## src/rtl/modbus_pkg.sv

```systemverilog
// Shared definitions for the Modbus RTU serial transmitter.
// Build option: MODBUS_TX_PARITY_EN (see modbus_uart_tx.sv).
`timescale 1ns/1ps
package modbus_pkg;
  localparam int UART_DATA_BITS = 8;
  localparam int BITS_PER_CHAR  = 11;  // start + 8 data + (parity + 1 stop | 2 stop)
  localparam int GAP_BITS_DEF   = 39;  // 3.5 chars x 11 bits, rounded up

  typedef enum logic [2:0] {
    TX_IDLE,
    TX_START,
    TX_DATA,
    TX_PARITY,
    TX_STOP,
    TX_GAP
  } tx_state_e;
endpackage

```

## src/rtl/modbus_baud_tick.sv

```systemverilog
// Bit-period divider: bit_end_o pulses on the last clk cycle of every bit.
// restart_i realigns the period so a new character starts on the pop edge.
`timescale 1ns/1ps
module modbus_baud_tick #(
  parameter int CLK_DIV = 16
) (
  input  logic clk,
  input  logic rst,
  input  logic restart_i,
  output logic bit_end_o
);
  localparam int W = (CLK_DIV > 1) ? $clog2(CLK_DIV) : 1;
  localparam logic [W-1:0] LAST = W'(CLK_DIV - 1);

  logic [W-1:0] cnt_q, cnt_d;

  // next count: wrap at the end of a bit, or restart at a character start
  always_comb begin
    cnt_d = cnt_q + 1'b1;
    if (restart_i || cnt_q == LAST) cnt_d = '0;
  end

  // bit timer register
  always_ff @(posedge clk or posedge rst) begin
    if (rst) cnt_q <= '0;
    else     cnt_q <= cnt_d;
  end

  assign bit_end_o = (cnt_q == LAST);
endmodule

```

## src/rtl/modbus_uart_tx.sv

```systemverilog
// Modbus RTU UART transmitter: drains a show-ahead FIFO, sends 8N2 (or 8E1)
// characters LSB first, and closes each frame with a 3.5-character idle gap.
// Build option: MODBUS_TX_PARITY_EN -> even parity bit + 1 stop bit;
// undefined -> no parity + 2 stop bits. Both are 11 bit-times per character.
`timescale 1ns/1ps
module modbus_uart_tx
  import modbus_pkg::*;
#(
  parameter int CLK_DIV  = 16,
  parameter int GAP_BITS = GAP_BITS_DEF
) (
  input  logic                      clk,
  input  logic                      rst,
  input  logic                      fifoEmpty,
  input  logic [UART_DATA_BITS-1:0] fifoData,
  output logic                      fifoReadReq,
  output logic                      txd,
  output logic                      busy,
  output logic                      frameDone
);
  localparam int GAP_CYC = GAP_BITS * CLK_DIV;
  localparam int GW      = $clog2(GAP_CYC + 1);
  localparam logic [GW-1:0] GAP_LAST  = GW'(GAP_CYC - 1);
  localparam logic [2:0]    DATA_LAST = 3'(UART_DATA_BITS - 1);
`ifdef MODBUS_TX_PARITY_EN
  localparam logic [2:0]    STOP_LAST = 3'd0;
`else
  localparam logic [2:0]    STOP_LAST = 3'd1;
`endif

  tx_state_e                 state_q, state_d;
  logic [UART_DATA_BITS-1:0] data_q, data_d;
  logic [2:0]                bcnt_q, bcnt_d;
  logic [GW-1:0]             gcnt_q, gcnt_d;
  logic                      txd_q, txd_d;
  logic                      pop_q, pop_d;
  logic                      done_q, done_d;
  logic                      bit_end;

  modbus_baud_tick #(.CLK_DIV(CLK_DIV)) u_tick (
    .clk       (clk),
    .rst       (rst),
    .restart_i (pop_d),
    .bit_end_o (bit_end)
  );

  // next-state, counters, and registered line/strobe values
  always_comb begin
    state_d = state_q;
    data_d  = data_q;
    bcnt_d  = bcnt_q;
    gcnt_d  = gcnt_q;
    pop_d   = 1'b0;
    txd_d   = 1'b1;
    done_d  = 1'b0;

    unique case (state_q)
      TX_IDLE: if (!fifoEmpty) pop_d = 1'b1;
      TX_START: if (bit_end) begin
        state_d = TX_DATA;
        bcnt_d  = '0;
      end
      TX_DATA: if (bit_end) begin
        if (bcnt_q == DATA_LAST) begin
`ifdef MODBUS_TX_PARITY_EN
          state_d = TX_PARITY;
`else
          state_d = TX_STOP;
`endif
          bcnt_d = '0;
        end else begin
          bcnt_d = bcnt_q + 3'd1;
        end
      end
      TX_PARITY: if (bit_end) begin
        state_d = TX_STOP;
        bcnt_d  = '0;
      end
      TX_STOP: if (bit_end) begin
        if (bcnt_q == STOP_LAST) begin
          // back-to-back character if more bytes are waiting
          if (!fifoEmpty) begin
            pop_d = 1'b1;
          end else begin
            state_d = TX_GAP;
            gcnt_d  = '0;
          end
        end else begin
          bcnt_d = bcnt_q + 3'd1;
        end
      end
      TX_GAP: begin
        // the FIFO is deliberately ignored here
        if (gcnt_q == GAP_LAST) begin
          state_d = TX_IDLE;
          gcnt_d  = '0;
        end else begin
          gcnt_d = gcnt_q + 1'b1;
        end
      end
      default: state_d = TX_IDLE;
    endcase

    if (pop_d) begin
      state_d = TX_START;
      data_d  = fifoData;
      bcnt_d  = '0;
    end

    unique case (state_d)
      TX_START:  txd_d = 1'b0;
      TX_DATA:   txd_d = data_d[bcnt_d];
      TX_PARITY: txd_d = ^data_d;
      default:   txd_d = 1'b1;
    endcase

    done_d = (state_d == TX_GAP) && (gcnt_d == GAP_LAST);
  end

  // state and output registers; reset drops the line high immediately
  always_ff @(posedge clk or posedge rst) begin
    if (rst) begin
      state_q <= TX_IDLE;
      data_q  <= '0;
      bcnt_q  <= '0;
      gcnt_q  <= '0;
      txd_q   <= 1'b1;
      pop_q   <= 1'b0;
      done_q  <= 1'b0;
    end else begin
      state_q <= state_d;
      data_q  <= data_d;
      bcnt_q  <= bcnt_d;
      gcnt_q  <= gcnt_d;
      txd_q   <= txd_d;
      pop_q   <= pop_d;
      done_q  <= done_d;
    end
  end

  assign txd         = txd_q;
  assign fifoReadReq = pop_q;
  assign frameDone   = done_q;
  assign busy        = (state_q != TX_IDLE);
endmodule
```

## config.mk

```make
export PLATFORM = sky130hd
export DESIGN_NAME = modbus_uart_tx
export DESIGN_NICKNAME = d
export VERILOG_FILES = /design/src/rtl/modbus_pkg.sv /design/src/rtl/modbus_baud_tick.sv /design/src/rtl/modbus_uart_tx.sv
export SDC_FILE = /design/constraint.sdc
export NUM_CORES = 1
export LEC_CHECK = 0
export ABC_CLOCK_PERIOD_IN_PS = 5400
export BUFFER_PORTS_ARGS = -buffer_cell sky130_fd_sc_hd__buf_2
export CAP_MARGIN = 20
export CELL_PAD_IN_SITES_DETAIL_PLACEMENT = 0
export CELL_PAD_IN_SITES_GLOBAL_PLACEMENT = 2
export CORE_MARGIN = 5
export CORE_UTILIZATION = 30
export DETAILED_ROUTE_END_ITERATION = 8
export PLACE_DENSITY_LB_ADDON = 0.08
export SLEW_MARGIN = 20
export SYNTH_ARGS = -nofsm -noshare
export SYNTH_HDL_FRONTEND = slang
export SYNTH_HIERARCHICAL = 1
export SYNTH_SLANG_ARGS = --single-unit
export TNS_END_PERCENT = 100
```

## constraint.sdc

```tcl
create_clock -name clk -period 5.4 [get_ports clk]
set_clock_uncertainty 0.2 [all_clocks]
set_input_delay 1.08 -clock clk [delete_from_list [all_inputs] [get_ports clk]]
set_output_delay 1.08 -clock clk [all_outputs]
set_load 0.05 [all_outputs]
```

# Word level (Yosys, flattened, before mapping)
# Cells that the tools add are included.
# word_totals
out_inout_bits	4
reg_bits	31
in_bits	11
word_cells	63
# op_classes
n_lt_le_gt_ge	1
reduce_logical	6
addsub	3
n_eq_ne	14
n_mux	31
# op_table
op	count
2-to-1 mux 3 bit	15
2-to-1 mux 10 bit	4
equality test 10 bit, second input constant	2
one-hot mux 10 bit (2 select lines)	1
one-hot mux 3 bit (6 select lines)	1
equality test 3 x 2 -> 1 bit, second input constant	4
equality test 3 bit, second input constant	4
adder 10 x 1 -> 10 bit, second input constant	1
equality test 3 x 1 -> 1 bit, second input constant	3
one-hot mux 3 bit (3 select lines)	1
2-to-1 mux 8 bit	1
XOR reduction 8 bit	1
adder 4 x 1 -> 4 bit, second input constant	1
equality test 4 bit, second input constant	1
< comparator 3 x 4 -> 1 bit, second input constant	1
2-to-1 mux 1 bit	4
2-to-1 mux 4 bit	1
adder 3 x 1 -> 3 bit, second input constant	1
binary-select mux 1 bit (select 3 bit)	1
zero test 3 bit	1
one-hot mux 1 bit (3 select lines)	1
nonzero test 3 bit	1
one-hot mux 1 bit (2 select lines)	1
OR reduction 2 bit	1
2 further kinds	2

# Longest topological paths before layout
# logic_depth
ltp_word	8
depth_mapped	10
mapped_depth_nobuf	9

# Modules after synthesis
# The synthesis kept the hierarchy.
# modules_own_cells
mod	n_inst	cells_per_inst	seq_area_each_um2	area_per_inst_um2
modbus_uart_tx	1	177	676.9	1699.1
modbus_baud_tick	1	14	100.1	175.2

# Worst setup path after synthesis
# OpenSTA, ideal clock, no wires.
# synth_timing
kind	input port to flip-flop
startpoint	in fifoEmpty
endpoint	reg txd_q (netlist: txd)
path_slack_ps	2349
t_arrival_ps	2765
setup_time_ps	86
required_ps	5114
stages	7
n_path_buf	1
path_cell_list	a2111oi_2 buf_4 mux2i_1 xor2_1 xnor3_1 a211oi_2 o31ai_1
# synth_via
elab_chain_len	8
elab_cells_between_ends	18
cone_classes	eq/ne (3); mux (14); reduce/logical (1)
# synth_rtl
element	line_no	source
start, declared	modbus_uart_tx.sv:14	input logic fifoEmpty,
2-to-1 mux 1 bit	modbus_uart_tx.sv:58, modbus_uart_tx.sv:82	
2-to-1 mux 1 bit	modbus_uart_tx.sv:80	if (bcnt_q == STOP_LAST) begin
2-to-1 mux 1 bit	modbus_uart_tx.sv:79	TX_STOP: if (bit_end) begin
one-hot mux 1 bit (2 select lines)	modbus_uart_tx.sv:57	unique case (state_q)
2-to-1 mux 8 bit or 2-to-1 mux 3 bit (tied branches)	modbus_uart_tx.sv:104	if (pop_d) begin
binary-select mux 1 bit (select 3 bit)	modbus_uart_tx.sv:112	TX_DATA: txd_d = data_d[bcnt_d];
2-to-1 mux 1 bit (not written as such)	modbus_uart_tx.sv:112	
one-hot mux 1 bit (3 select lines) (*)	modbus_uart_tx.sv:110	unique case (state_d)
net txd_d	modbus_uart_tx.sv:35	logic txd_q, txd_d;
end signal, assigned	modbus_uart_tx.sv:135	txd_q <= txd_d;
end, declared	modbus_uart_tx.sv:35	
# Mark *: on every way through the listed nets, which the timed path passes. The rest lies on a longest branch. The select of a mux whose other input is x is not followed.

# Final worst setup path
# layout_timing
startpoint	reg u_tick.cnt_q[0]
endpoint	reg txd_q (netlist: txd)
# layout_via
elab_chain_len	7
elab_cells_between_ends	22
cone_classes	eq/ne (4); mux (17); reduce/logical (1)
# layout_rtl
element	line_no	source
start, declared	modbus_baud_tick.sv:15	logic [W-1:0] cnt_q, cnt_d;
start signal, assigned	modbus_baud_tick.sv:26	else cnt_q <= cnt_d;
equality test 4 bit (*)	modbus_baud_tick.sv:29	assign bit_end_o = (cnt_q == LAST);
net bit_end	modbus_uart_tx.sv:38	logic bit_end;
2-to-1 mux 3 bit (tied with other cells)	modbus_uart_tx.sv:79	
one-hot mux 3 bit (3 select lines) or one-hot mux 1 bit (2 select lines) (tied branches)	modbus_uart_tx.sv:57	
2-to-1 mux 3 bit or 2-to-1 mux 8 bit (tied branches)	modbus_uart_tx.sv:104	
binary-select mux 1 bit (select 3 bit)	modbus_uart_tx.sv:112	
2-to-1 mux 1 bit (not written as such)	modbus_uart_tx.sv:112	
one-hot mux 1 bit (3 select lines) (*)	modbus_uart_tx.sv:110	
net txd_d	modbus_uart_tx.sv:35	
# Marked as above.

==> impl_results.md <==
* Tot GR Track Use at 0.122
* Ys Warns at 6
* WL/cell at 15.5 µm
* Final setup vio count at 0
* Setup crit start kind: register
* Post-synth top area share at 0.401
* Core Footprint at 5990 µm²
* Vias per cell at 5.26
* Status: finished clean
* Io pins at 15
* Cell Int Power at 698 µW
* Clock sinks at 31
* Synthesized flop and latch total at 31
* Clk_lat worst skew at 280 ps
* Slew @ Worst Pin at 644 ps
* Synth async-reset ratio at 1.00
* Register share of total power at 0.371
* Pins over their slew limit at 0
* Sw Ratio at 0.402
* Largest cells by area after synthesis: dfrtp_1 (40%), mux2i_1 (3.7%), o21ai_0 (3.5%), ha_1 (3.3%), nor2_1 (2.8%)
* Yosys cell types at 54
* Fin cells at 282
* Total leakage power at 0.000906 µW
* Fill cell count at 618
* Die Wd at 89.0 µm
* Nets at 222
* Logic pwr share at 0.454
* Final GP Congestion at 0.744
* Initial DRC Count at 79
* Sequential area share after synthesis at 0.415
* Detail Route Antenna Nets at 0
* Syn Inst Count at 191
* Placement Rows at 28
* Syn Nets at 207
* Number of synthesized flops with an enable pin at 0
* Most common flop cell mapped by yosys: dfrtp_1
* Final Cycle Share at 0.615
* H-Tree Level Count at 2
* Starting Density at 0.313
* Initial antenna violation count at 0
* Clock transition at path regs at 70 ps
* Area leader, netlist: dfrtp_1
* Clock Path Buffers at 2
* Hpwl dp at 3140 µm
* Pwr Density at 551 nW/µm²
* CP cell instances: ha_1, and3_4, nand3b_1, a2111oi_4, buf_4, mux2i_1, xor2_1, xnor3_1, a211oi_2, o31ai_1
* Kind of critical path: register to register
* Critical Path Fanout Max at 23
* CTS resizes at 0
* Syn avg cell area at 9.81 µm²
* Max_cap viols at 0
* Vias post-DR at 1482
* Worst vdd ir at 0.000174 V
* Pin count of the biggest net entering global routing at 28
* Die area at 7930 µm²
* First-pass DRT Iterations at 4
* Die Ht at 89.0 µm
* Min cycle time layout at 3320 ps
* TNS Setup at 0 ps
* Layout overhead on the synthesized area at 13.2%
* Placed cells at 274
* Routed WL at 4370 µm
* Min-delay worst type: register to register
* Post-CTS Hold Fix Bufs at 0
* N_diodes at 0
* Switch Pwr at 470 µW
* Critical path capture point type: register
* RSZ-0062 raised after global routing: no
* CTS tree: built
* Post-CTS Setup Inserts at 0
* Layout cells sized above 1 at 0.164
* Max-slew headroom at 0.569
* First-pass GRT wire length at 7400 µm
* Clock power frac at 0.175
* Slowest stage cell on the critical path: xnor3_1
* Num CTS Buffers at 5
* Max Fclk at 301 MHz
* Root Buffer: clkbuf_8
* Synth Cell Area at 1870 µm²
* Worst Path Required at 5410 ps
* # DRC at 0
* Arrival time worst endpoint at 3330 ps
* IO buf count at 14
* Fin. Hold Viols at 0
* Overflow after GRT at 0
* Vias in the first global route at 1502
* Max incr delay on CP at 420 ps
## power by group through the flow
stage	Clock (µW)	Combinational, µW	Sequential, µW
after detailed placement	0	538	438
after CTS	214	542	434
after global routing	222	599	448
after floorplan	0	444	412
after global placement	0	530	436
final	204	531	433
## path summary, 6_finish.rpt
path | startpoint | slack (ps) | endpoint | cells after the start
min in group asynchronous | rst | 480 | u_tick/cnt_q[0]$_DFF_PP0_ | 2
setup reg to reg | u_tick/cnt_q[0]$_DFF_PP0_ | 2080 | txd$_DFF_PP1_ | 10
setup / recovery | u_tick/cnt_q[0]$_DFF_PP0_ | 2080 | txd$_DFF_PP1_ | 10
max in group asynchronous | rst | 3930 | data_q[1]$_DFF_PP0_ | 2
hold / removal | u_tick/cnt_q[0]$_DFF_PP0_ | 300 | u_tick/cnt_q[0]$_DFF_PP0_ | 1
hold reg to reg | u_tick/cnt_q[0]$_DFF_PP0_ | 300 | u_tick/cnt_q[0]$_DFF_PP0_ | 1
## metrics by stage
step                      utilization  hold WS [ps]  total power [µW]  area (µm²)  setup slack, ps
after CTS                       0.354           304              1190        2120             2060
after detailed placement        0.337           295               976        2020             1950
after global routing            0.354           339              1270        2120             1850
after global placement          0.337           273               966        2020             2030
after floorplan                     -           256               856        1870             2350
final                           0.354           298              1170        2120             2080
## layer usage
metal / global-route usage / vias to the layer above / share of wire
met3: 0.0350 / 2 / 0.045
met2: 0.207 / 28 / 0.51
met1: 0.151 / 727 / 0.44
met5: 0 / - / 0
li1: - / 725 / -
met4: 0.0325 / 0 / 0.0055
## layout by cell type, fill, tap and decap left out, types with 6 or more instances in the layout
cell	instances
buf_2	14
clkbuf_8	7
dfrtp_1	30
inv_1	11
mux2i_1	7
nand2_1	12
nand2b_1	6
nand3_1	6
nor2_1	14
nor2b_1	6
o21ai_0	13
o31ai_1	6
## kinds of logic after synthesis
kind of cell / count (synthesis) / share of synthesized area
AOI/OAI and AO/OA: 47 / 0.186
xor gates and xnor gates: 10 / 0.0581
adders and majority gates: 5 / 0.0334
buffers and inverters: 19 / 0.0441
DFF: 31 / 0.415
muxes: 9 / 0.0494
and+or+nand+nor: 70 / 0.214
## Yosys cell counts (3+ instances only)
cell type	count
a211oi_1	3
a31oi_1	3
and3_1	5
clkbuf_1	4
dfrtp_1	30
ha_1	5
inv_1	12
mux2i_1	7
nand2_1	12
nand2b_1	6
nand3_1	6
nand3b_1	4
nor2_1	14
nor2b_1	6
nor3_1	3
o21ai_0	13
o31ai_1	6
xnor2_1	5
xor2_1	3
## final cells by class
class / instances / area [µm²] / share of cell area
inverter: 12 / 45.0 / 0.0212
sequential: 31 / 777 / 0.366
multi-input combinational: 141 / 1030 / 0.484
tap: 75 / 93.8 / 0.0442
clock buffer: 8 / 100 / 0.0472
timing repair buffer: 15 / 77.6 / 0.0366
## sequential cells by signal, summed over array words and instances, names as in the netlist
name / flops
gcnt_q: 10
data_q: 8
u_tick/cnt_q: 4
bcnt_q: 3
state_q: 3
fifoReadReq: 1
frameDone: 1
txd: 1
## critical path: cells and delay by family (launching register included)
family | cells | cell delay [ps]
xor gates and xnor gates | 2 | 600
muxes | 1 | 360
and+or+nand+nor | 2 | 420
DFF | 1 | 390
adders and majority gates | 1 | 230
AOI/OAI and AO/OA | 3 | 700
buffers and inverters | 1 | 340
Power figures use the tool's default switching activity.
